--- src/rtl/instruction_encoder.sv ---
// RV64I instruction encoder: packs R/LD/SD/BEQ field bundles into machine words
// and streams them with word addresses to an instruction memory writer.
module instruction_encoder #(
    parameter int MEM_WORDS = 32
) (
    input  logic        clock,
    input  logic        reset,
    input  logic        start,
    input  logic        inValid,
    output logic        inReady,
    input  logic [1:0]  instrClass,
    input  logic [6:0]  funct7,
    input  logic [2:0]  funct3,
    input  logic [4:0]  rd,
    input  logic [4:0]  rs1,
    input  logic [4:0]  rs2,
    input  logic [12:0] immediate,
    output logic        outValid,
    input  logic        outReady,
    output logic [31:0] outInstruction,
    output logic [31:0] outAddress,
    output logic        done,
    output logic        error
);

    // One extra bit so the index can reach MEM_WORDS in FULL
    localparam int IW = $clog2(MEM_WORDS + 1);

    typedef enum logic [1:0] {
        IDLE,
        ACCEPT,
        HOLD,
        FULL
    } state_t;

    state_t        state_q;
    logic [IW-1:0] idx_q;
    logic          in_ready_q;
    logic          out_valid_q;
    logic [31:0]   instr_q;
    logic [31:0]   addr_q;
    logic          done_q;
    logic          error_q;

    logic [31:0]   enc_d;
    logic          illegal_d;
    logic [IW-1:0] idx_inc_d;
    logic [31:0]   addr_d;

    always_comb begin
        enc_d     = '0;
        illegal_d = 1'b0;
        case (instrClass)
            2'b00: enc_d = {funct7, rs2, rs1, funct3, rd, 7'b0110011};
            2'b01: begin
                enc_d     = {immediate[11:0], rs1, 3'b011, rd, 7'b0000011};
                illegal_d = immediate[12] ^ immediate[11];
            end
            2'b10: begin
                enc_d     = {immediate[11:5], rs2, rs1, 3'b011,
                             immediate[4:0], 7'b0100011};
                illegal_d = immediate[12] ^ immediate[11];
            end
            default: begin
                enc_d     = {immediate[12], immediate[10:5], rs2, rs1, 3'b000,
                             immediate[4:1], immediate[11], 7'b1100011};
                illegal_d = immediate[0];
            end
        endcase
        idx_inc_d = idx_q + 1'b1;
        addr_d    = 32'({idx_q, 2'b00});
    end

    always_ff @(posedge clock or posedge reset) begin
        if (reset) begin
            state_q     <= IDLE;
            idx_q       <= '0;
            in_ready_q  <= 1'b0;
            out_valid_q <= 1'b0;
            instr_q     <= '0;
            addr_q      <= '0;
            done_q      <= 1'b0;
            error_q     <= 1'b0;
        end else if (start) begin
            state_q     <= ACCEPT;
            idx_q       <= '0;
            in_ready_q  <= 1'b1;
            out_valid_q <= 1'b0;
            done_q      <= 1'b0;
            error_q     <= 1'b0;
        end else begin
            case (state_q)
                ACCEPT: begin
                    if (inValid) begin
                        instr_q     <= enc_d;
                        addr_q      <= addr_d;
                        error_q     <= error_q | illegal_d;
                        state_q     <= HOLD;
                        in_ready_q  <= 1'b0;
                        out_valid_q <= 1'b1;
                    end
                end
                HOLD: begin
                    if (outReady) begin
                        out_valid_q <= 1'b0;
                        idx_q       <= idx_inc_d;
                        if (idx_inc_d == IW'(MEM_WORDS)) begin
                            state_q <= FULL;
                            done_q  <= 1'b1;
                        end else begin
                            state_q    <= ACCEPT;
                            in_ready_q <= 1'b1;
                        end
                    end
                end
                IDLE, FULL: ;
                default: state_q <= IDLE;
            endcase
        end
    end

    assign inReady        = in_ready_q;
    assign outValid       = out_valid_q;
    assign outInstruction = instr_q;
    assign outAddress     = addr_q;
    assign done           = done_q;
    assign error          = error_q;

endmodule

--- config.mk ---
export PLATFORM = sky130hd
export DESIGN_NAME = instruction_encoder
export DESIGN_NICKNAME = d
export VERILOG_FILES = /design/src/rtl/instruction_encoder.sv
export SDC_FILE = /design/constraint.sdc
export NUM_CORES = 1
export LEC_CHECK = 0
export ABC_CLOCK_PERIOD_IN_PS = 2400
export CORE_ASPECT_RATIO = 1.25
export CORE_MARGIN = 10
export CORE_UTILIZATION = 35
export CTS_BUF_LIST = sky130_fd_sc_hd__clkbuf_8
export DETAILED_ROUTE_END_ITERATION = 16
export PLACE_DENSITY = 0.66
export SYNTH_ARGS = -nofsm -noshare
export SYNTH_HDL_FRONTEND = slang
export SYNTH_SLANG_ARGS = --single-unit
--- constraint.sdc ---
create_clock -name clock -period 2.4 [get_ports clock]
set_input_delay 0.6 -clock clock [delete_from_list [all_inputs] [get_ports clock]]
set_output_delay 0.6 -clock clock [all_outputs]
set_load 0.02 [all_outputs]
==> results.md, run 1 <==
* Critical-path cell list: clkdlybuf4s50_1, inv_1, ha_1, or3_1, a221oi_1, nor2_1
* Peak supply drop at between 0.2 and 0.3 mV
* Seq/Total Area, Yosys at 0.491
* Clock Power Share at 0.200
* Clk slew on worst S/H paths at about 0.080 ns
* Max layer used: met4
* Most instantiated cells after synthesis: dfrtp_1 (47), nand2_1 (47), nor2_1 (41), buf_4 (29), a221oi_1 (16)
* Routed length on met1 at roughly 2600 um
* Clock Tree Root: clkbuf_8
* Share of the synthesized area in the top cell type at 0.491
* Gate power share at 0.349
* Post-synthesis mux area share at 0
* All-Layer GR Usage at 0.124
* RSZ-0062 raised after global routing: false
* Critical path endpoint category: flip-flop
* Placer Congestion at around 0.77
* Adder-cell share of the synthesized area at 0.0313
* Initial core utilization at 0.363
* Detailed-placement wirelength estimate at approximately 5100 um
* Core area at around 6600 um2
* Syn Area/Cell at between 9 and 10 um2
* Critical Path AT at 2.25 ns
* GR Overflow Total at 0
* Routed WL per cell at about 15 um
* Worst hold path type: reg -> reg
* Critical path class: in -> reg
* Die height at approximately 110 um
* First-pass GRT wire length at between 10000 and 15000 um
* Slowest-stage cell, CP: clkdlybuf4s50_1
* Mapped cell area at ~2400 um2
* Psw at approximately 0.72 mW
* # setup viols final at 0
* Worst path required time at about 2.6 ns
* CTS Buf Count at 5
* Net Sw Frac at 0.328
* Synth cell types at 36
* Fmax at around 0.48 GHz
* Main combinational cell family by area after synthesis: simple AND/OR/NAND/NOR gates
* Worst-skew pair later-pin latency at 0.29 ns
* Vias in the first global route at between 2000 and 2500
* Ratio of final minimum period to clock period at 0.861
* Die W at about 94 um
* H-tree depth at 2
* Tmin final at approximately 2.1 ns
* Post-Syn Instances at 259
* Die area at about 11000 um2
* Ratio of cells with drive above 1 in the final layout at 0.0552
* Seq pwr share at 0.451
* Initial antenna violation count at 0
* Fin util at 0.504
* Synth warn at 0
* CP Buf/Inv Count at 2
* Area grow syn2layout at 38.9%
* Via density at about 4.6
* Vias at 1979
* Post-CTS Setup Bufs at 0
* Complex-gate fraction of the synthesized area at 0.129
* Antenna diode count at 0
* Layout fillers at about 650
* XOR/XNOR Fraction of Synth Area at 0.0219
* Sum Neg Setup Slack at 0 ns
* Synth Area in Simple Gates at 0.192
* 1st-pass router iterations at 4
* Resized Gates After CTS at 0
* DRT antenna net count at 0
* CTS hold repair buffers at 0
* Critical Path Max Stage Delay at around 0.51 ns
* TritonCTS clock tree: yes
* Outcome: finished clean
* Main area contributors after synthesis: dfrtp_1 (49%), buf_4 (9.1%), nand2_1 (7.4%), nor2_1 (6.4%), a221oi_1 (5.8%)
* PwrDens at about 660 nW/um2
* Max Root-Sink Buffers at 2
* Ys async rst share at 1.00
* Port Buffers at between 80 and 90
* CTS Sinks at 47
* CP top delay family: buffers and inverters
* EDFF count, synth at 0
* Final Slew Violations at 0
* Flops & latches, synth at 47
* Clk_skew at 0.00632 ns
* Largest area contributor in the synthesized netlist: dfrtp_1
* Worst setup SP type: primary input
* Ys flop type: dfrtp_1
* Final hold violations at 0
* Max-cap violations at 0
* Residual DRC at 0
* Largest net degree at the start of global routing at 43
* Site Rows at 33
* P_leak at around 1.5 nW
* Int Power at around 1.5 mW
* # nets final at 396
* Initial DRC Count at 50
* WL met2 at between 3000 and 4000 um
* Boundary Pins at around 110
* Total wire length at roughly 6500 um
* WL met3 at around 430 um
* CP max FO at 5
-- power groups by stage --
stage          sequential [mW]  clock, mW  combinational (mW)
6_report                 0.985      0.436               0.760
5_1_grt                   1.00      0.500               0.821
4_1_cts                  0.987      0.466               0.775
3_5_place_dp              1.00          0               0.774
3_3_place_gp             0.997          0               0.766
2_1_floorplan             1.14          0               0.268
-- area by class of cell --
cell class / count / area [um2] / share of cell area
Clock buffer: 5 / 68.8 / 0.0207
Clock inverter: 1 / 3.75 / 0.00113
Inverter: 8 / 30.0 / 0.00902
Multi-Input combinational cell: 190 / 1010 / 0.303
Sequential cell: 47 / 1180 / 0.353
Tap cell: 87 / 109 / 0.0327
Timing Repair Buffer: 93 / 933 / 0.280
-- tightest hold or removal path: stages (launching register included) --
cell and delay, ns:
dfrtp_1 0.35, nand2_1 0.05, nand2_1 0.05
-- worst paths after layout --
kind                       depth (start not counted)  slack (ns)     startpoint                 end
max in group asynchronous                          3        1.18          reset   outInstruction[8]
min in group asynchronous                          2        0.63          reset       outAddress[7]
setup reg to reg                                   4        0.85     state_q[1]   outInstruction[7]
setup / recovery                                   6        0.33  instrClass[0]  outInstruction[21]
hold / removal                                     2        0.48  outAddress[7]       outAddress[7]
hold reg to reg                                    2        0.48  outAddress[7]       outAddress[7]
-- state kept, by name (all words and copies together), names as in the netlist --
signal          count
outAddress          6
inReady             1
done                1
error               1
state_q             2
outValid            1
outInstruction     29
idx_q               6
-- cells in the final DEF, fill, tap and decap left out, types with 2 or more instances in the layout --
cell type / instances
nor2_1: 41
buf_12: 2
nand2_1: 47
xnor2_1: 3
ha_1: 6
or3_1: 3
nand2b_1: 3
inv_1: 8
clkdlybuf4s50_1: 84
a21o_1: 2
dfrtp_1: 47
nand4_1: 3
o31ai_1: 3
a21oi_1: 9
buf_4: 7
conb_1: 28
clkbuf_8: 5
xor2_1: 3
o22ai_1: 2
o21ai_0: 4
nor3_1: 2
a221oi_1: 16
nor2b_1: 3
-- metrics by stage --
stage / total power, mW / std cells / worst slack (ns) / area [um2] / hold slack, ns
2_1_floorplan: 1.41 / 286 / 0.625 / 2500 / 0.501
3_3_place_gp: 1.76 / 425 / 0.0637 / 3260 / 0.459
3_5_place_dp: 1.78 / 425 / 0.00551 / 3260 / 0.465
4_1_cts: 2.23 / 431 / 0.332 / 3330 / 0.486
5_1_grt: 2.32 / 431 / 0.211 / 3330 / 0.511
6_report: 2.18 / 431 / 0.333 / 3330 / 0.477
-- per-layer routing --
metal	global-route usage	vias to the layer above
li1	-	978
met1	0.137	937
met2	0.223	58
met3	0.0367	6
met4	0.0305	0
met5	0	-
-- logic make-up after synthesis --
family,count (synthesis)
flip-flops,47
AO/OA/AOI/OAI,42
AND/OR/NAND/NOR,108
adder cells (fa/ha/maj),6
other,1
XOR/XNOR,6
buffers and inverters,49
(Power assumes the default switching activity.)
==> inputs of run 2 (changes only) <==
--- a/config.mk
+++ b/config.mk
@@ -6,7 +6,7 @@
 export NUM_CORES = 1
 export LEC_CHECK = 0
 export ABC_CLOCK_PERIOD_IN_PS = 2400
-export CORE_ASPECT_RATIO = 1.25
+export CAP_MARGIN = 30
 export CORE_MARGIN = 10
 export CORE_UTILIZATION = 35
 export CTS_BUF_LIST = sky130_fd_sc_hd__clkbuf_8
==> run 2 against run 1 <==
Net effect:
- power up 2.5%
- global-route usage fell by 0.85 points
- register-to-register slack got worse by 0.02 ns
- fmax decreased by 0.88%
- utilization fell by 0.86 points
- critical path depth did not move
- clock-buffer cell count is 1 higher
- critical endpoint is now outInstruction[23]
- largest power group unchanged
- die area down 0.19%
- via count decreased by 0.91%
- largest cell class unchanged
==> results.md, run 2 (synthesized netlist as in run 1, its figures left out) <==
* Die height at between 100 and 150 um
* Clk_skew at ~0.0023 ns
* Int Power at 1.50 mW
* Placed cell count at between 400 and 500
* Multi-input gate area at between 1000 and 1500 um2
* Via density at ~4.6
* Psw at roughly 0.74 mW
* Worst setup SP type: primary input
* Routed WL per cell at roughly 15 um
* Ratio of cells with drive above 1 in the final layout at 0.0581
* Critical path class: in -> reg
* Fmax at 0.480 GHz
* Clk slew on worst S/H paths at about 0.08 ns
* GR Overflow Total at 0
* Seq pwr share at 0.440
* DRT antenna net count at 0
* RSZ-0062 raised after global routing: false
* Largest register FFs at 29
* Most frequent cells in the layout: clkdlybuf4s50_1 (84), nand2_1 (47), dfrtp_1 (47), nor2_1 (41), conb_1 (28)
* Pre-CTS WS at approximately 0.016 ns
* Net Sw Frac at 0.329
* Initial antenna violation count at 0
* Layout fillers at roughly 650
* Residual DRC at 0
* Vias in the first global route at 1959
* Final Non-Filler Cells at about 420
* Die area at ~11000 um2
* Initial DRC Count at 91
* Final worst setup slack at around 0.31 ns
* Final hold violations at 0
* CTS Buf Count at 5
* Initial core utilization at 0.357
* FF+latch area at 1180 um2
* Gate power share at 0.341
* Critical-path cell list: clkdlybuf4s50_1, inv_1, ha_1, or3_1, a221oi_1, nor2_1
* Largest net degree at the start of global routing at 43
* Peak supply drop at around 0.26 mV
* P_leak at between 1.5 and 2 nW
* Worst hold path type: reg -> reg
* Die W at about 100 um
* TritonCTS clock tree: yes
* Worst-skew pair later-pin latency at just under 0.3 ns
* Critical Path Max Stage Delay at ~0.5 ns
* Critical Path AT at approximately 2.3 ns
* CTS hold repair buffers at 0
* Ratio of final minimum period to clock period at 0.869
* Fin util at 0.495
* Final Slew Violations at 0
* Boundary Pins at 113
* Placer Congestion at around 0.8
* Detailed-placement wirelength estimate at around 5000 um
* Core area at 6720 um2
* # nets final at around 400
* Max-cap violations at 0
* 1st-pass router iterations at 4
* Resized Gates After CTS at 0
* Port Buffers at 84
* H-tree depth at 2
* Commonest non-fill, non-tap cell in the layout: clkdlybuf4s50_1
* Clock Power Share at 0.218
* Antenna diode count at 0
* Tmin final at 2.09 ns
* Worst path required time at about 2.6 ns
* Outcome: finished clean
* Post-CTS Setup Bufs at 0
* Critical path endpoint category: flip-flop
* Clock Tree Root: clkbuf_8
* CP max FO at 5
* Area grow syn2layout at 38.9%
* Site Rows at 30
* CTS Sinks at between 40 and 50
* Max Root-Sink Buffers at 2
* Vias at ~2000
* Sum Neg Setup Slack at 0 ns
* Total wire length at 6520 um
* PwrDens at a little under 700 nW/um2
* First-pass GRT wire length at between 9000 and 10000 um
* Slowest-stage cell, CP: clkdlybuf4s50_1
* All-Layer GR Usage at 0.115
* # setup viols final at 0
run 2: metrics by stage:
step / area (um2) / hold slack, ns / power, mW
5_1_grt: 3330 / 0.500 / 2.37
2_1_floorplan: 2500 / 0.501 / 1.41
3_3_place_gp: 3240 / 0.458 / 1.76
4_1_cts: 3330 / 0.480 / 2.27
6_report: 3330 / 0.472 / 2.24
3_5_place_dp: 3240 / 0.460 / 1.77
run 2: worst max-delay path: cells and delay by family:
family                     cells  cell delay, ns
and+or+nand+nor                2            0.53
buffers and inverters          2            0.59
adders and majority gates      1            0.25
AOI/OAI and AO/OA              1            0.28
run 2: final cells by class:
type,instances,share of cell area
tap,80,0.0301
sequential,47,0.354
inverter,8,0.00903
clock buffer,6,0.0248
clock inverter,1,0.00150
multi-input combinational,190,0.303
timing repair buffer,92,0.278
run 2: final timing paths:
path | start | slack (ns) | to | cells after the start
worst min-delay path | outInstruction[14] | 0.47 | outInstruction[14] | 2
worst max register to register | state_q[0] | 0.83 | outInstruction[7] | 5
min in group asynchronous | reset | 0.63 | outInstruction[11] | 2
max in group asynchronous | reset | 1.26 | outInstruction[21] | 3
worst min register to register | outInstruction[14] | 0.47 | outInstruction[14] | 2
worst max-delay path | instrClass[0] | 0.31 | outInstruction[23] | 6
run 2: power groups by stage:
stage          clock network, mW  registers, mW  logic (mW)
2_1_floorplan                  0           1.14       0.268
6_report                   0.488          0.985       0.763
3_5_place_dp                   0           1.00       0.772
4_1_cts                    0.506          0.987       0.773
3_3_place_gp                   0           1.00       0.764
5_1_grt                    0.539           1.00       0.824
run 2: layer usage:
metal | track usage | wire length [um]
met3 | 0.0449 | 654
met1 | 0.139 | 2650
met5 | 0 | 0
met4 | 0.0278 | 42
met2 | 0.189 | 3170
==> inputs of run 3 (changes only) <==
--- a/config.mk
+++ b/config.mk
@@ -5,13 +5,13 @@
 export SDC_FILE = /design/constraint.sdc
 export NUM_CORES = 1
 export LEC_CHECK = 0
-export ABC_CLOCK_PERIOD_IN_PS = 2400
 export CAP_MARGIN = 30
 export CORE_MARGIN = 10
 export CORE_UTILIZATION = 35
 export CTS_BUF_LIST = sky130_fd_sc_hd__clkbuf_8
 export DETAILED_ROUTE_END_ITERATION = 16
 export PLACE_DENSITY = 0.66
+export SKIP_CTS_REPAIR_TIMING = 1
 export SYNTH_ARGS = -nofsm -noshare
 export SYNTH_HDL_FRONTEND = slang
 export SYNTH_SLANG_ARGS = --single-unit
==> results of run 3 <==
No change in the layout: final DEF, timing and power equal those of run 2.
==> variant, RTL diff (flow settings as in run 2) <==
Register the output `error` once more; this adds one clock of latency there. The other outputs are not delayed to match.
--- a/src/rtl/instruction_encoder.sv
+++ b/src/rtl/instruction_encoder.sv
@@ -124,7 +124,9 @@
     assign outInstruction = instr_q;
     assign outAddress     = addr_q;
     assign done           = done_q;
-    assign error          = error_q;
+    always_ff @(posedge clock) begin
+        error <= error_q;
+    end
 
 endmodule
 
Check against the original RTL: not equivalent (Yosys sat finds a counterexample within 4 cycles, from zero or initial values and one cycle with reset high).
==> variant against run 2 <==
  * Power increased by 2.9%
  * First-iteration DRC count fell by 36%
  * Sequential cell count is 1 higher
  * Count of clock-buffer cells in the layout is 1 higher
  * Final cell count rose by 0.71%
  * Synthesized area is 0.84% higher
  * Worst setup slack got worse by 0.0068 ns
  * Design area grew 1.2%
  * Routed wire length increased by 0.81%
==> variant: results (changes against run 2) <==
INFO  metric cts.htree.levels = 2 (unchanged)
INFO  metric number_of_fillers_in_the_final_layout = 644 (-0.62%)
INFO  metric cts_buffer_depth = 2 (unchanged)
INFO  metric routedWlPerCell = 15.4 um (+0.10%)
INFO  metric diodes = 0 (unchanged)
INFO  metric ys_top_cells_by_count = 47 x sky130_fd_sc_hd__dfrtp_1, 47 x sky130_fd_sc_hd__nand2_1, 41 x sky130_fd_sc_hd__nor2_1, 29 x sky130_fd_sc_hd__buf_4, 16 x sky130_fd_sc_hd__a221oi_1
INFO  metric io_buffer_count = 84 (unchanged)
INFO  metric fin_skew = 0.0132 ns (+0.0109 ns)
INFO  metric async_flop_share = 97.9% (-2.1 points)
INFO  metric layout_cells_sized_above_1 = 6.05% (+0.24 points)
INFO  metric max_stage_delay = 0.51 ns
INFO  metric worstSetupStartpoint = instrClass[0]
INFO  metric max-cap-violations = 0 (unchanged)
INFO  metric dp_hpwl = 5070 um (+0.16%)
INFO  metric post_cts.resized_instances = 0 (unchanged)
INFO  metric drtPass1Iterations = 4 (unchanged)
INFO  metric kind_of_cell_adding_the_most_delay_to_the_critical_path = buffers and inverters
INFO  metric first_global_vias = 1964 (+0.26%)
INFO  metric gp_congestion = 0.789 (-0.63%)
INFO  metric via_per_inst = 4.60 (-0.55%)
INFO  metric outcome = completed
INFO  metric wl = 6570 um (+0.81%)
INFO  metric crit_path_top_delay_cell = sky130_fd_sc_hd__clkdlybuf4s50_1
INFO  metric synth.lib_cells_used.distinct = 37 (+2.8%)
INFO  metric total_setup_buffers_inserted_after_cts = 0 (unchanged)
INFO  metric design.final.nets = 397 (+0.51%)
INFO  metric holdCritStartpoint = error_q$_DFFE_PP0P_
INFO  metric placedCellCount = 419 (+0.48%)
INFO  metric track_usage = 11.6% (+0.063 points)
INFO  metric synth_seq_area_share = 49.5% (+0.42 points)
INFO  metric number_of_buffers_inserted_during_clock_tree_synthesis = 5 (unchanged)
INFO  metric largest_register_ff_count = 29 (unchanged)
INFO  metric yosys_warnings = 0 (unchanged)
INFO  metric grt_antenna_before_repair = 0 (unchanged)
INFO  metric cts.root.buffer_cell = sky130_fd_sc_hd__clkbuf_8
INFO  metric worst-path-max-fanout = 5 (unchanged)
INFO  metric rr_startpoint = state_q[0]$_DFFE_PP0P_
INFO  metric grt_pass1_wl = 9780 um (+0.71%)
INFO  metric worst_skew_pair.late_latency = 0.30 ns
INFO  metric holdCritPathClass = flop to flop
INFO  metric grt_start_max_net_pins = 43 (unchanged)
INFO  metric avgSynthCellArea = 9.29 sq um (+0.45%)
INFO  metric power.leakage = 1.54 nW (+1.4%)
INFO  metric worst_ep_arrival_time = 2.28 ns
INFO  metric clk_pin_slew = 0.09 ns
INFO  metric peak_supply_drop = 0.299 mV (+16%)
INFO  metric netlist_top_cells_area = sky130_fd_sc_hd__dfrtp_1 49%, sky130_fd_sc_hd__buf_4 9.0%, sky130_fd_sc_hd__nand2_1 7.3%, sky130_fd_sc_hd__nor2_1 6.4%, sky130_fd_sc_hd__a221oi_1 5.8%
INFO  metric drtIter0Drc = 58 (-36%)
[variant: changes by cell type after synthesis]
cell                      change
sky130_fd_sc_hd__dfxtp_1      +1
[variant: cell type report]
class / count / area share, %
clock inverters: 1 / 0.111
inverters: 8 / 0.892
flip-flops and latches: 48 / 35.5
clock buffers: 7 / 2.86
multi-input cells: 190 / 29.9
well taps: 80 / 2.97
repair buffers: 93 / 27.7
[variant: through the flow]
step	area [sq um]	utilization, %	hold WS (ns)	worst slack [ns]
5_1_grt	3370	49.8	0.401	0.235
4_1_cts	3370	49.8	0.384	0.333
3_5_place_dp	3270	48.4	0.363	0.00388
3_3_place_gp	3270	48.4	0.355	0.0630
6_report	3370	49.8	0.379	0.308
2_1_floorplan	2520	-	0.347	0.625
[variant: worst paths after layout]
path                                                       end  slack [ns]  cells past startpoint
min in group asynchronous                 outValid$_DFFE_PP0P_        0.61                      2
worst max-delay path            outInstruction[23]$_DFFE_PP0P_        0.31                      6
worst max register to register  outInstruction[23]$_DFFE_PP0P_        0.83                      5
max in group asynchronous       outInstruction[18]$_DFFE_PP0P_        1.28                      3
worst min register to register                   error$_DFF_P_        0.38                      0
worst min-delay path                             error$_DFF_P_        0.38                      0
[variant: cells by family after synthesis]
group / share of synthesized area (%)
AO/OA/AOI/OAI: 12.8
XOR/XNOR: 2.18
adder cells (fa/ha/maj): 3.11
buffers and inverters: 13.3
flip-flops: 49.5
other: 0.155
AND/OR/NAND/NOR: 19.0
[variant: metal layers]
layer	global-route usage, %	share of wire (%)	vias to the layer above
met2	19.1	49	61
li1	-	-	982
met5	0	0	-
met4	2.89	0.82	0
met3	4.29	8.0	7
met1	14.0	42	914
[variant: report_power, final]
group	internal, mW	switching, mW	total, mW
clock	0.259	0.273	0.532
sequential	0.931	0.0713	1.00
combinational	0.361	0.405	0.767
